File: src/rtl/timer_seq_pkg.sv
// Shared types and constants for the timer sequencer.
// Contents: state_e (sequencer FSM state, 4-bit encoding), PH_* phase codes and
// phase_of(), which maps a state onto the phase it reports.
package timer_seq_pkg;

  typedef enum logic [3:0] {
    StIdle = 4'd0,
    StRun1 = 4'd1,
    StRel1 = 4'd2,
    StRun2 = 4'd3,
    StRel2 = 4'd4,
    StRun3 = 4'd5,
    StRel3 = 4'd6,
    StDone = 4'd7,
    StErr  = 4'd8
  } state_e;

  localparam logic [1:0] PH_IDLE = 2'd0;
  localparam logic [1:0] PH_KNIT = 2'd1;
  localparam logic [1:0] PH_DYE  = 2'd2;
  localparam logic [1:0] PH_PACK = 2'd3;

  // ERR has no phase of its own; the top level keeps the faulting phase instead.
  function automatic logic [1:0] phase_of(state_e s);
    case (s)
      StRun1, StRel1: phase_of = PH_KNIT;
      StRun2, StRel2: phase_of = PH_DYE;
      StRun3, StRel3: phase_of = PH_PACK;
      default:        phase_of = PH_IDLE;
    endcase
  endfunction

endpackage

File: src/rtl/timer_sequencer_if.sv
// Control and timer-handshake bundle of the timer sequencer.
// master: sequencer side (drives EN1..EN3 and status, samples requests and TI1..TI3).
// slave:  environment side (issues start/abort/clr_err, timers return TI1..TI3).
//   start, abort, clr_err : batch requests
//   TI1..TI3 / EN1..EN3   : timer timeouts / timer enables (knit, dye, pack)
//   busy, done, err       : status; done is a one-cycle pulse
//   phase                 : active phase (faulting phase while in error)
//   batch_cnt             : completed batches, wraps
interface timer_sequencer_if #(
  parameter int unsigned CNT_W = 8
);
  logic             start;
  logic             abort;
  logic             clr_err;
  logic             TI1;
  logic             TI2;
  logic             TI3;
  logic             EN1;
  logic             EN2;
  logic             EN3;
  logic             busy;
  logic             done;
  logic             err;
  logic [1:0]       phase;
  logic [CNT_W-1:0] batch_cnt;

  modport master (
    input  start, abort, clr_err, TI1, TI2, TI3,
    output EN1, EN2, EN3, busy, done, err, phase, batch_cnt
  );

  modport slave (
    output start, abort, clr_err, TI1, TI2, TI3,
    input  EN1, EN2, EN3, busy, done, err, phase, batch_cnt
  );
endinterface

File: src/rtl/phase_watchdog.sv
// Per-state cycle watchdog for the timer sequencer.
// Ports:
//   clk, reset : clock, asynchronous active-high reset
//   clear      : zero the count (asserted on every sequencer state change)
//   count_en   : advance the count this cycle
//   expired    : count has reached WDOG_MAX
module phase_watchdog #(
  parameter int unsigned WDOG_MAX = 31
) (
  input  logic clk,
  input  logic reset,
  input  logic clear,
  input  logic count_en,
  output logic expired
);
  localparam int unsigned W = $clog2(WDOG_MAX + 1);

  logic [W-1:0] cnt_q;

  assign expired = (cnt_q == W'(WDOG_MAX));

  always_ff @(posedge clk or posedge reset) begin
    if (reset) begin
      cnt_q <= '0;
    end else if (clear) begin
      cnt_q <= '0;
    end else if (count_en && !expired) begin
      cnt_q <= cnt_q + W'(1);
    end
  end
endmodule

File: src/rtl/timer_sequencer.sv
// Initiator side of the EN/TI timer handshake: runs knit, dye and pack in order,
// each as RUN (enable high until timeout) then REL (enable low until timeout
// returns low). A watchdog bounds every RUN/REL state and any timeout from a
// timer other than the active one is a protocol fault.
// Ports:
//   clk, reset : clock, asynchronous active-high reset
//   bus        : timer_sequencer_if master modport (requests, TI in, EN/status out)
module timer_sequencer
  import timer_seq_pkg::*;
#(
  parameter int unsigned WDOG_MAX = 31,
  parameter int unsigned CNT_W    = 8
) (
  input  logic                  clk,
  input  logic                  reset,
  timer_sequencer_if.master     bus
);

  state_e           state_q, state_d, adv_state;
  logic             in_run, in_rel, ti_own, ti_other;
  logic             wd_clear, wd_count, wd_expired;
  logic             en1_q, en2_q, en3_q, busy_q, done_q, err_q;
  logic [1:0]       phase_q;
  logic [CNT_W-1:0] cnt_q;

  // Which timeout belongs to the current phase, and where a clean exit leads.
  always_comb begin
    in_run    = 1'b0;
    in_rel    = 1'b0;
    ti_own    = 1'b0;
    ti_other  = 1'b0;
    adv_state = StIdle;
    case (state_q)
      StRun1: begin
        in_run = 1'b1; ti_own = bus.TI1; ti_other = bus.TI2 | bus.TI3; adv_state = StRel1;
      end
      StRel1: begin
        in_rel = 1'b1; ti_own = bus.TI1; ti_other = bus.TI2 | bus.TI3; adv_state = StRun2;
      end
      StRun2: begin
        in_run = 1'b1; ti_own = bus.TI2; ti_other = bus.TI1 | bus.TI3; adv_state = StRel2;
      end
      StRel2: begin
        in_rel = 1'b1; ti_own = bus.TI2; ti_other = bus.TI1 | bus.TI3; adv_state = StRun3;
      end
      StRun3: begin
        in_run = 1'b1; ti_own = bus.TI3; ti_other = bus.TI1 | bus.TI2; adv_state = StRel3;
      end
      StRel3: begin
        in_rel = 1'b1; ti_own = bus.TI3; ti_other = bus.TI1 | bus.TI2; adv_state = StDone;
      end
      default: ;
    endcase
  end

  always_comb begin
    state_d = state_q;
    case (state_q)
      StIdle: begin
        if (bus.start && !(bus.TI1 | bus.TI2 | bus.TI3)) state_d = StRun1;
      end
      StDone: state_d = StIdle;
      StErr: begin
        if (bus.clr_err) state_d = StIdle;
      end
      default: begin
        if (in_run || in_rel) begin
          if (bus.abort) begin
            state_d = StIdle;
          end else if (ti_other) begin
            state_d = StErr;
          end else if ((in_run && ti_own) || (in_rel && !ti_own)) begin
            state_d = adv_state;
          end else if (wd_expired) begin
            state_d = StErr;
          end
        end else begin
          state_d = StIdle; // unused encodings recover to idle
        end
      end
    endcase
  end

  assign wd_clear = (state_d != state_q);
  assign wd_count = in_run | in_rel;

  phase_watchdog #(
    .WDOG_MAX (WDOG_MAX)
  ) u_wdog (
    .clk      (clk),
    .reset    (reset),
    .clear    (wd_clear),
    .count_en (wd_count),
    .expired  (wd_expired)
  );

  // Outputs are decoded from the next state so they line up with the state register.
  always_ff @(posedge clk or posedge reset) begin
    if (reset) begin
      state_q <= StIdle;
      en1_q   <= 1'b0;
      en2_q   <= 1'b0;
      en3_q   <= 1'b0;
      busy_q  <= 1'b0;
      done_q  <= 1'b0;
      err_q   <= 1'b0;
      phase_q <= PH_IDLE;
      cnt_q   <= '0;
    end else begin
      state_q <= state_d;
      en1_q   <= (state_d == StRun1);
      en2_q   <= (state_d == StRun2);
      en3_q   <= (state_d == StRun3);
      busy_q  <= (state_d inside {StRun1, StRel1, StRun2, StRel2, StRun3, StRel3, StDone});
      done_q  <= (state_d == StDone);
      err_q   <= (state_d == StErr);
      if (state_d == StErr) begin
        // Latch the faulting phase on entry, then hold it.
        if (state_q != StErr) phase_q <= phase_of(state_q);
      end else begin
        phase_q <= phase_of(state_d);
      end
      if (state_d == StDone) cnt_q <= cnt_q + CNT_W'(1);
    end
  end

  assign bus.EN1       = en1_q;
  assign bus.EN2       = en2_q;
  assign bus.EN3       = en3_q;
  assign bus.busy      = busy_q;
  assign bus.done      = done_q;
  assign bus.err       = err_q;
  assign bus.phase     = phase_q;
  assign bus.batch_cnt = cnt_q;

endmodule

File: src/flat_wrapper.sv
// flat-port wrapper written by rule: the top's interface ports become plain ports
module timer_sequencer_flat import timer_seq_pkg::*;
#(
  parameter int unsigned WDOG_MAX = 31,
  parameter int unsigned CNT_W    = 8
)
  (clk, reset, bus_start, bus_abort, bus_clr_err, bus_TI1, bus_TI2, bus_TI3, bus_EN1, bus_EN2, bus_EN3, bus_busy, bus_done, bus_err, bus_phase, bus_batch_cnt);
  timer_sequencer_if #(.CNT_W(CNT_W)) bus_i ();
  input  logic clk;
  input  logic reset;
  input wire logic [$bits(bus_i.start)-1:0] bus_start;
  input wire logic [$bits(bus_i.abort)-1:0] bus_abort;
  input wire logic [$bits(bus_i.clr_err)-1:0] bus_clr_err;
  input wire logic [$bits(bus_i.TI1)-1:0] bus_TI1;
  input wire logic [$bits(bus_i.TI2)-1:0] bus_TI2;
  input wire logic [$bits(bus_i.TI3)-1:0] bus_TI3;
  output wire logic [$bits(bus_i.EN1)-1:0] bus_EN1;
  output wire logic [$bits(bus_i.EN2)-1:0] bus_EN2;
  output wire logic [$bits(bus_i.EN3)-1:0] bus_EN3;
  output wire logic [$bits(bus_i.busy)-1:0] bus_busy;
  output wire logic [$bits(bus_i.done)-1:0] bus_done;
  output wire logic [$bits(bus_i.err)-1:0] bus_err;
  output wire logic [$bits(bus_i.phase)-1:0] bus_phase;
  output wire logic [$bits(bus_i.batch_cnt)-1:0] bus_batch_cnt;
  assign bus_i.start = bus_start;
  assign bus_i.abort = bus_abort;
  assign bus_i.clr_err = bus_clr_err;
  assign bus_i.TI1 = bus_TI1;
  assign bus_i.TI2 = bus_TI2;
  assign bus_i.TI3 = bus_TI3;
  assign bus_EN1 = bus_i.EN1;
  assign bus_EN2 = bus_i.EN2;
  assign bus_EN3 = bus_i.EN3;
  assign bus_busy = bus_i.busy;
  assign bus_done = bus_i.done;
  assign bus_err = bus_i.err;
  assign bus_phase = bus_i.phase;
  assign bus_batch_cnt = bus_i.batch_cnt;
  timer_sequencer #(.WDOG_MAX(WDOG_MAX), .CNT_W(CNT_W)) u_core (.clk(clk), .reset(reset), .bus(bus_i));
endmodule
File: config.mk
export PLATFORM = sky130hd
export DESIGN_NAME = timer_sequencer_flat
export DESIGN_NICKNAME = d
export VERILOG_FILES = /design/src/rtl/timer_seq_pkg.sv /design/src/rtl/timer_sequencer_if.sv /design/src/rtl/phase_watchdog.sv /design/src/rtl/timer_sequencer.sv /design/src/flat_wrapper.sv
export SDC_FILE = /design/constraint.sdc
export NUM_CORES = 1
export LEC_CHECK = 0
export BUFFER_PORTS_ARGS = -buffer_cell sky130_fd_sc_hd__buf_4
export CORE_MARGIN = 2
export CORE_UTILIZATION = 55
export DETAILED_ROUTE_END_ITERATION = 10
export MAX_ROUTING_LAYER = met4
export PLACE_DENSITY = 0.77
export SLEW_MARGIN = 20
export SYNTH_ARGS = -nofsm -noshare
export SYNTH_HDL_FRONTEND = slang
export SYNTH_HIERARCHICAL = 1
export SYNTH_SLANG_ARGS = --single-unit
File: constraint.sdc
create_clock -name clk -period 3.5 [get_ports clk]
set_clock_uncertainty 0.1 [all_clocks]
set_input_delay 0.7 -clock clk [delete_from_list [all_inputs] [get_ports clk]]
set_output_delay 0.7 -clock clk [all_outputs]
set_load 0.005 [all_outputs]
==> impl_results.html <==
<table>
<tr><th>Metric</th><th>Value</th></tr>
<tr><th colspan="2">Critical path</th></tr>
<tr><td>Slowest cell delay on critical path</td><td>0.59 ns</td></tr>
<tr><td>R2r setup slk</td><td>0.51 ns</td></tr>
<tr><td>Critical path peak fanout</td><td>15</td></tr>
<tr><td>Reg-to-reg endpoint</td><td>u_core/bus.batch_cnt[4]</td></tr>
<tr><td>Critical Path AT</td><td>3.11 ns</td></tr>
<tr><td>Kind of critical path</td><td>flip-flop to flip-flop</td></tr>
<tr><td>Number of cells traversed by the worst register-to-register path</td><td>7</td></tr>
<tr><td>Ordered list of cells on the worst path</td><td>nor3_1, nor4bb_1, a31oi_1, nand3_1, nor4_4, nand4_1, xnor2_1</td></tr>
<tr><td>R2r startpoint</td><td>u_core/state_q[0]</td></tr>
<tr><td>Startpoint types</td><td>flip-flop</td></tr>
<tr><td>Startpoint of the worst setup timing path</td><td>u_core/state_q[0]</td></tr>
<tr><td>Data required time at the worst endpoint</td><td>3.62 ns</td></tr>
<tr><td>Critical Path Sink Type</td><td>flip-flop</td></tr>
<tr><td>Crit-path slowest cell</td><td>nor4_4</td></tr>
<tr><th colspan="2">Clock network</th></tr>
<tr><td>Clock buffer count from CTS</td><td>3</td></tr>
<tr><td>Buffer levels on the longest clock path</td><td>2</td></tr>
<tr><td>Buffer cell driving the clock tree root</td><td>clkbuf_4</td></tr>
<tr><td>Hold-fix buffer count after cts</td><td>0</td></tr>
<tr><td>Clock latency on the worst-skew pair</td><td>0.31 ns</td></tr>
<tr><td>CTS H-tree lvls</td><td>1</td></tr>
<tr><td>Reg clk slew, reported paths</td><td>0.12 ns</td></tr>
<tr><td>Clock tree from TritonCTS</td><td>done</td></tr>
<tr><td>Clock Sink Count</td><td>25</td></tr>
<tr><td>Cts repair resizes</td><td>0</td></tr>
<tr><td>Number of buffers added for setup after CTS</td><td>0</td></tr>
<tr><th colspan="2">Power and ir drop</th></tr>
<tr><td>Combinational share of power</td><td>0.098</td></tr>
<tr><td>Power Internal</td><td>0.3636 mW</td></tr>
<tr><td>Power share of the clock group</td><td>0.257</td></tr>
<tr><td>Power density normalized to cell area</td><td>288.4 mW/mm2</td></tr>
<tr><td>Switch Pwr</td><td>0.1153 mW</td></tr>
<tr><td>Total power draw</td><td>0.4789 mW</td></tr>
<tr><td>Share of total power in sequential cells</td><td>0.645</td></tr>
<tr><td>Worst voltage drop across the vdd grid</td><td>378.5 uV</td></tr>
<tr><td>Net switching share of the total power</td><td>0.2407</td></tr>
<tr><td>Static Leakage</td><td>0.7815 nW</td></tr>
<tr><th colspan="2">Global route</th></tr>
<tr><td>Antenna violations before repair</td><td>0</td></tr>
<tr><td>Maximum number of pins on one net before global-route repair</td><td>21</td></tr>
<tr><td>Number of global-route vias before repair</td><td>1148</td></tr>
<tr><td>Global-route total usage across every layer</td><td>0.2270</td></tr>
<tr><td>Wire length of the first global-routing pass</td><td>5395 um</td></tr>
<tr><td>Final global-route overflow total</td><td>0</td></tr>
<tr><th colspan="2">Logic synthesis</th></tr>
<tr><td>Count of different cell masters after synthesis</td><td>54</td></tr>
<tr><td>Area of the mapped netlist</td><td>0.001445 mm2</td></tr>
<tr><td>Flops &amp; latches, synth</td><td>25</td></tr>
<tr><td>Number of synthesized flops with an enable pin</td><td>0</td></tr>
<tr><td>Fraction of the mapped netlist area in compound gates</td><td>0.1723</td></tr>
<tr><td>Proportion of synthesized area in mux cells</td><td>0.02944</td></tr>
<tr><td>Sequential fraction of the synthesis area</td><td>0.4329</td></tr>
<tr><td>Combinational family with the most area after synthesis</td><td>simple AND/OR/NAND/NOR gates</td></tr>
<tr><td>Synth Area in Simple Gates</td><td>0.2502</td></tr>
<tr><td>Xor and xnor fraction of the mapped netlist area</td><td>0.06667</td></tr>
<tr><td>Mapped Cells</td><td>146</td></tr>
<tr><td>Synthesized-area fraction occupied by adder cells</td><td>0.02597</td></tr>
<tr><td>Average cell area after synthesis</td><td>9.898 um2</td></tr>
<tr><td>Most frequently used flop master after synthesis</td><td>dfrtp_1</td></tr>
<tr><td>Yosys synthesis warning count</td><td>6</td></tr>
<tr><td>Synth Net Count</td><td>157</td></tr>
<tr><td>Share of synthesized registers carrying an async set or reset</td><td>1.000</td></tr>
<tr><th colspan="2">STA</th></tr>
<tr><td>Final setup violation count</td><td>0</td></tr>
<tr><td>Tightest Pin Transition</td><td>0.7450 ns</td></tr>
<tr><td>Setup total negative slack</td><td>0 ns</td></tr>
<tr><td>Final min period</td><td>2.990 ns</td></tr>
<tr><td>Ratio of final minimum period to clock period</td><td>0.8543</td></tr>
<tr><td>Pins Over Slew Limit</td><td>0</td></tr>
<tr><td>Hold slack final</td><td>0.1806 ns</td></tr>
<tr><td>Final hold violation count</td><td>0</td></tr>
<tr><td>Maximum clock rate</td><td>334.5 MHz</td></tr>
<tr><td>Setup repair after global routing missed its margin</td><td>false</td></tr>
<tr><td>Tightest slew margin relative to the limit</td><td>0.5028</td></tr>
<tr><th colspan="2">Drt</th></tr>
<tr><td>Starting DRC count in detailed routing</td><td>42</td></tr>
<tr><td>Number of iterations in the first detailed-routing pass</td><td>4</td></tr>
<tr><td>Remaining number of nets flagged by the antenna check after routing</td><td>0</td></tr>
<tr><td># DRC</td><td>0</td></tr>
<tr><td>Detailed-route via count</td><td>1206</td></tr>
<tr><td>Routed wire per std cell</td><td>15.76 um</td></tr>
<tr><td>Total length of routed wires</td><td>3137 um</td></tr>
<tr><td>Post-DR vias/cell</td><td>6.060</td></tr>
<tr><th colspan="2">Floorplanning</th></tr>
<tr><td>Chip Height</td><td>55.26 um</td></tr>
<tr><td>Die boundary width</td><td>55.26 um</td></tr>
<tr><td>Core ar.</td><td>0.002477 mm2</td></tr>
<tr><td>Effective utilization at floorplan</td><td>0.5833</td></tr>
<tr><td>Overall die area</td><td>0.003054 mm2</td></tr>
<tr><td>Std-Cell Rows</td><td>18</td></tr>
<tr><td>Boundary Pins</td><td>24</td></tr>
<tr><th colspan="2">Min path</th></tr>
<tr><td>Hold WC Path Type</td><td>primary input to asynchronous set/reset pin</td></tr>
<tr><th colspan="2">Placed design</th></tr>
<tr><td>Routability-driven placement congestion ratio</td><td>0.8583</td></tr>
<tr><td>Port Buffer Count</td><td>23</td></tr>
<tr><td>Placed wire-length estimate after detailed placement</td><td>2339 um</td></tr>
<tr><th colspan="2">Final layout</th></tr>
<tr><td>Final core utilization</td><td>0.6702</td></tr>
<tr><td>Diode count</td><td>0</td></tr>
<tr><td>Commonest cells after routing, fill and taps aside</td><td>25 x dfrtp_1, 23 x buf_4, 13 x nor2_1, 9 x nand2_1, 8 x xnor2_1</td></tr>
<tr><td>Number of fill cells in the layout</td><td>190</td></tr>
<tr><td>Nets</td><td>181</td></tr>
<tr><td>Area growth syn-to-layout</td><td>14.89%</td></tr>
<tr><td>Most common cell after layout, fill and taps aside</td><td>dfrtp_1</td></tr>
<tr><td>Fraction of final layout cells sized beyond drive strength 1</td><td>0.2130</td></tr>
<tr><th colspan="2">Status</th></tr>
<tr><td>Status</td><td>completed</td></tr>
<tr><th colspan="2">Flow run</th></tr>
<tr><td>Max_cap viols</td><td>0</td></tr>
</table>
registers in the layout, summed over array words and instances, names as in the netlist:
name                  flops
u_core/u_wdog/cnt_q       5
u_core/bus.EN1            1
u_core/bus.batch_cnt      8
u_core/state_q            4
u_core/bus.err            1
u_core/bus.phase          2
u_core/bus.EN3            1
u_core/bus.EN2            1
u_core/bus.done           1
u_core/bus.busy           1
through the flow:
step	cell area, um2	setup slack, ns	instances
final	1660	0.5101	199
after CTS	1660	0.5222	199
after global placement	1634	0.6406	195
after floorplan	1445	0.9871	146
after detailed placement	1634	0.5481	195
after global routing	1660	0.2471	199
logic make-up (layout without fill, tap and decap cells):
| kind of cell | after synthesis | in the layout |
|---|---|---|
| mux | 4 | 4 |
| fa+ha+maj | 3 | 3 |
| xor+xnor | 11 | 11 |
| buf+inv | 7 | 30 |
| simple gates | 62 | 62 |
| compound gates | 34 | 34 |
| flops | 25 | 25 |
worst max path at each step:
stage	endpoint	slack [ns]	depth (start not counted)
after detailed placement	u_core/bus.batch_cnt[4]	0.55	7
final	u_core/bus.batch_cnt[4]	0.51	7
after global placement	u_core/bus.batch_cnt[1]	0.64	7
after CTS	u_core/bus.batch_cnt[4]	0.52	7
after global routing	u_core/u_wdog/cnt_q[0]	0.25	8
after floorplan	u_core/bus.batch_cnt[1]	0.99	5
Yosys cell counts, types with 3 or more instances:
cell | instances | share of area
nand3_1 | 5 | 0.017
nand2_1 | 9 | 0.023
inv_1 | 3 | 0.0078
o21ai_0 | 6 | 0.021
ha_1 | 3 | 0.026
or3_1 | 3 | 0.013
xnor2_1 | 8 | 0.048
nor2_1 | 13 | 0.034
a21oi_1 | 5 | 0.017
nor3_1 | 7 | 0.024
dfrtp_1 | 25 | 0.43
xor2_1 | 3 | 0.018
power by group through the flow:
stage / clock (mW) / sequential, mW / combinational [mW]
2_1_floorplan: 0 / 0.310 / 0.0315
3_3_place_gp: 0 / 0.313 / 0.0444
3_5_place_dp: 0 / 0.314 / 0.0472
4_1_cts: 0.125 / 0.308 / 0.0476
5_1_grt: 0.143 / 0.310 / 0.0559
6_report: 0.123 / 0.309 / 0.0471
critical path, delay by kind of cell (launching register included):
family	cells	cell delay (ns)
AND/OR/NAND/NOR	5	1.77
XOR/XNOR	1	0.23
AO/OA/AOI/OAI	1	0.22
flip-flops	1	0.57
final cells by class:
class | instances | area, um2 | area share
multi-input combinational | 114 | 787.0 | 0.4740
clock buffer | 4 | 26.28 | 0.01583
inverter | 3 | 11.26 | 0.006782
tap | 30 | 37.54 | 0.02261
timing repair buffer | 23 | 172.7 | 0.1040
sequential | 25 | 625.6 | 0.3768
per-layer routing:
metal	global-route usage	part of all wire	vias to the layer above
li1	-	-	585
met1	0.2982	0.45	572
met2	0.3571	0.48	43
met3	0.04684	0.051	6
met4	0.06620	0.013	0
met5	-	0	-
No activity file was read; power rests on OpenSTA's default activity.
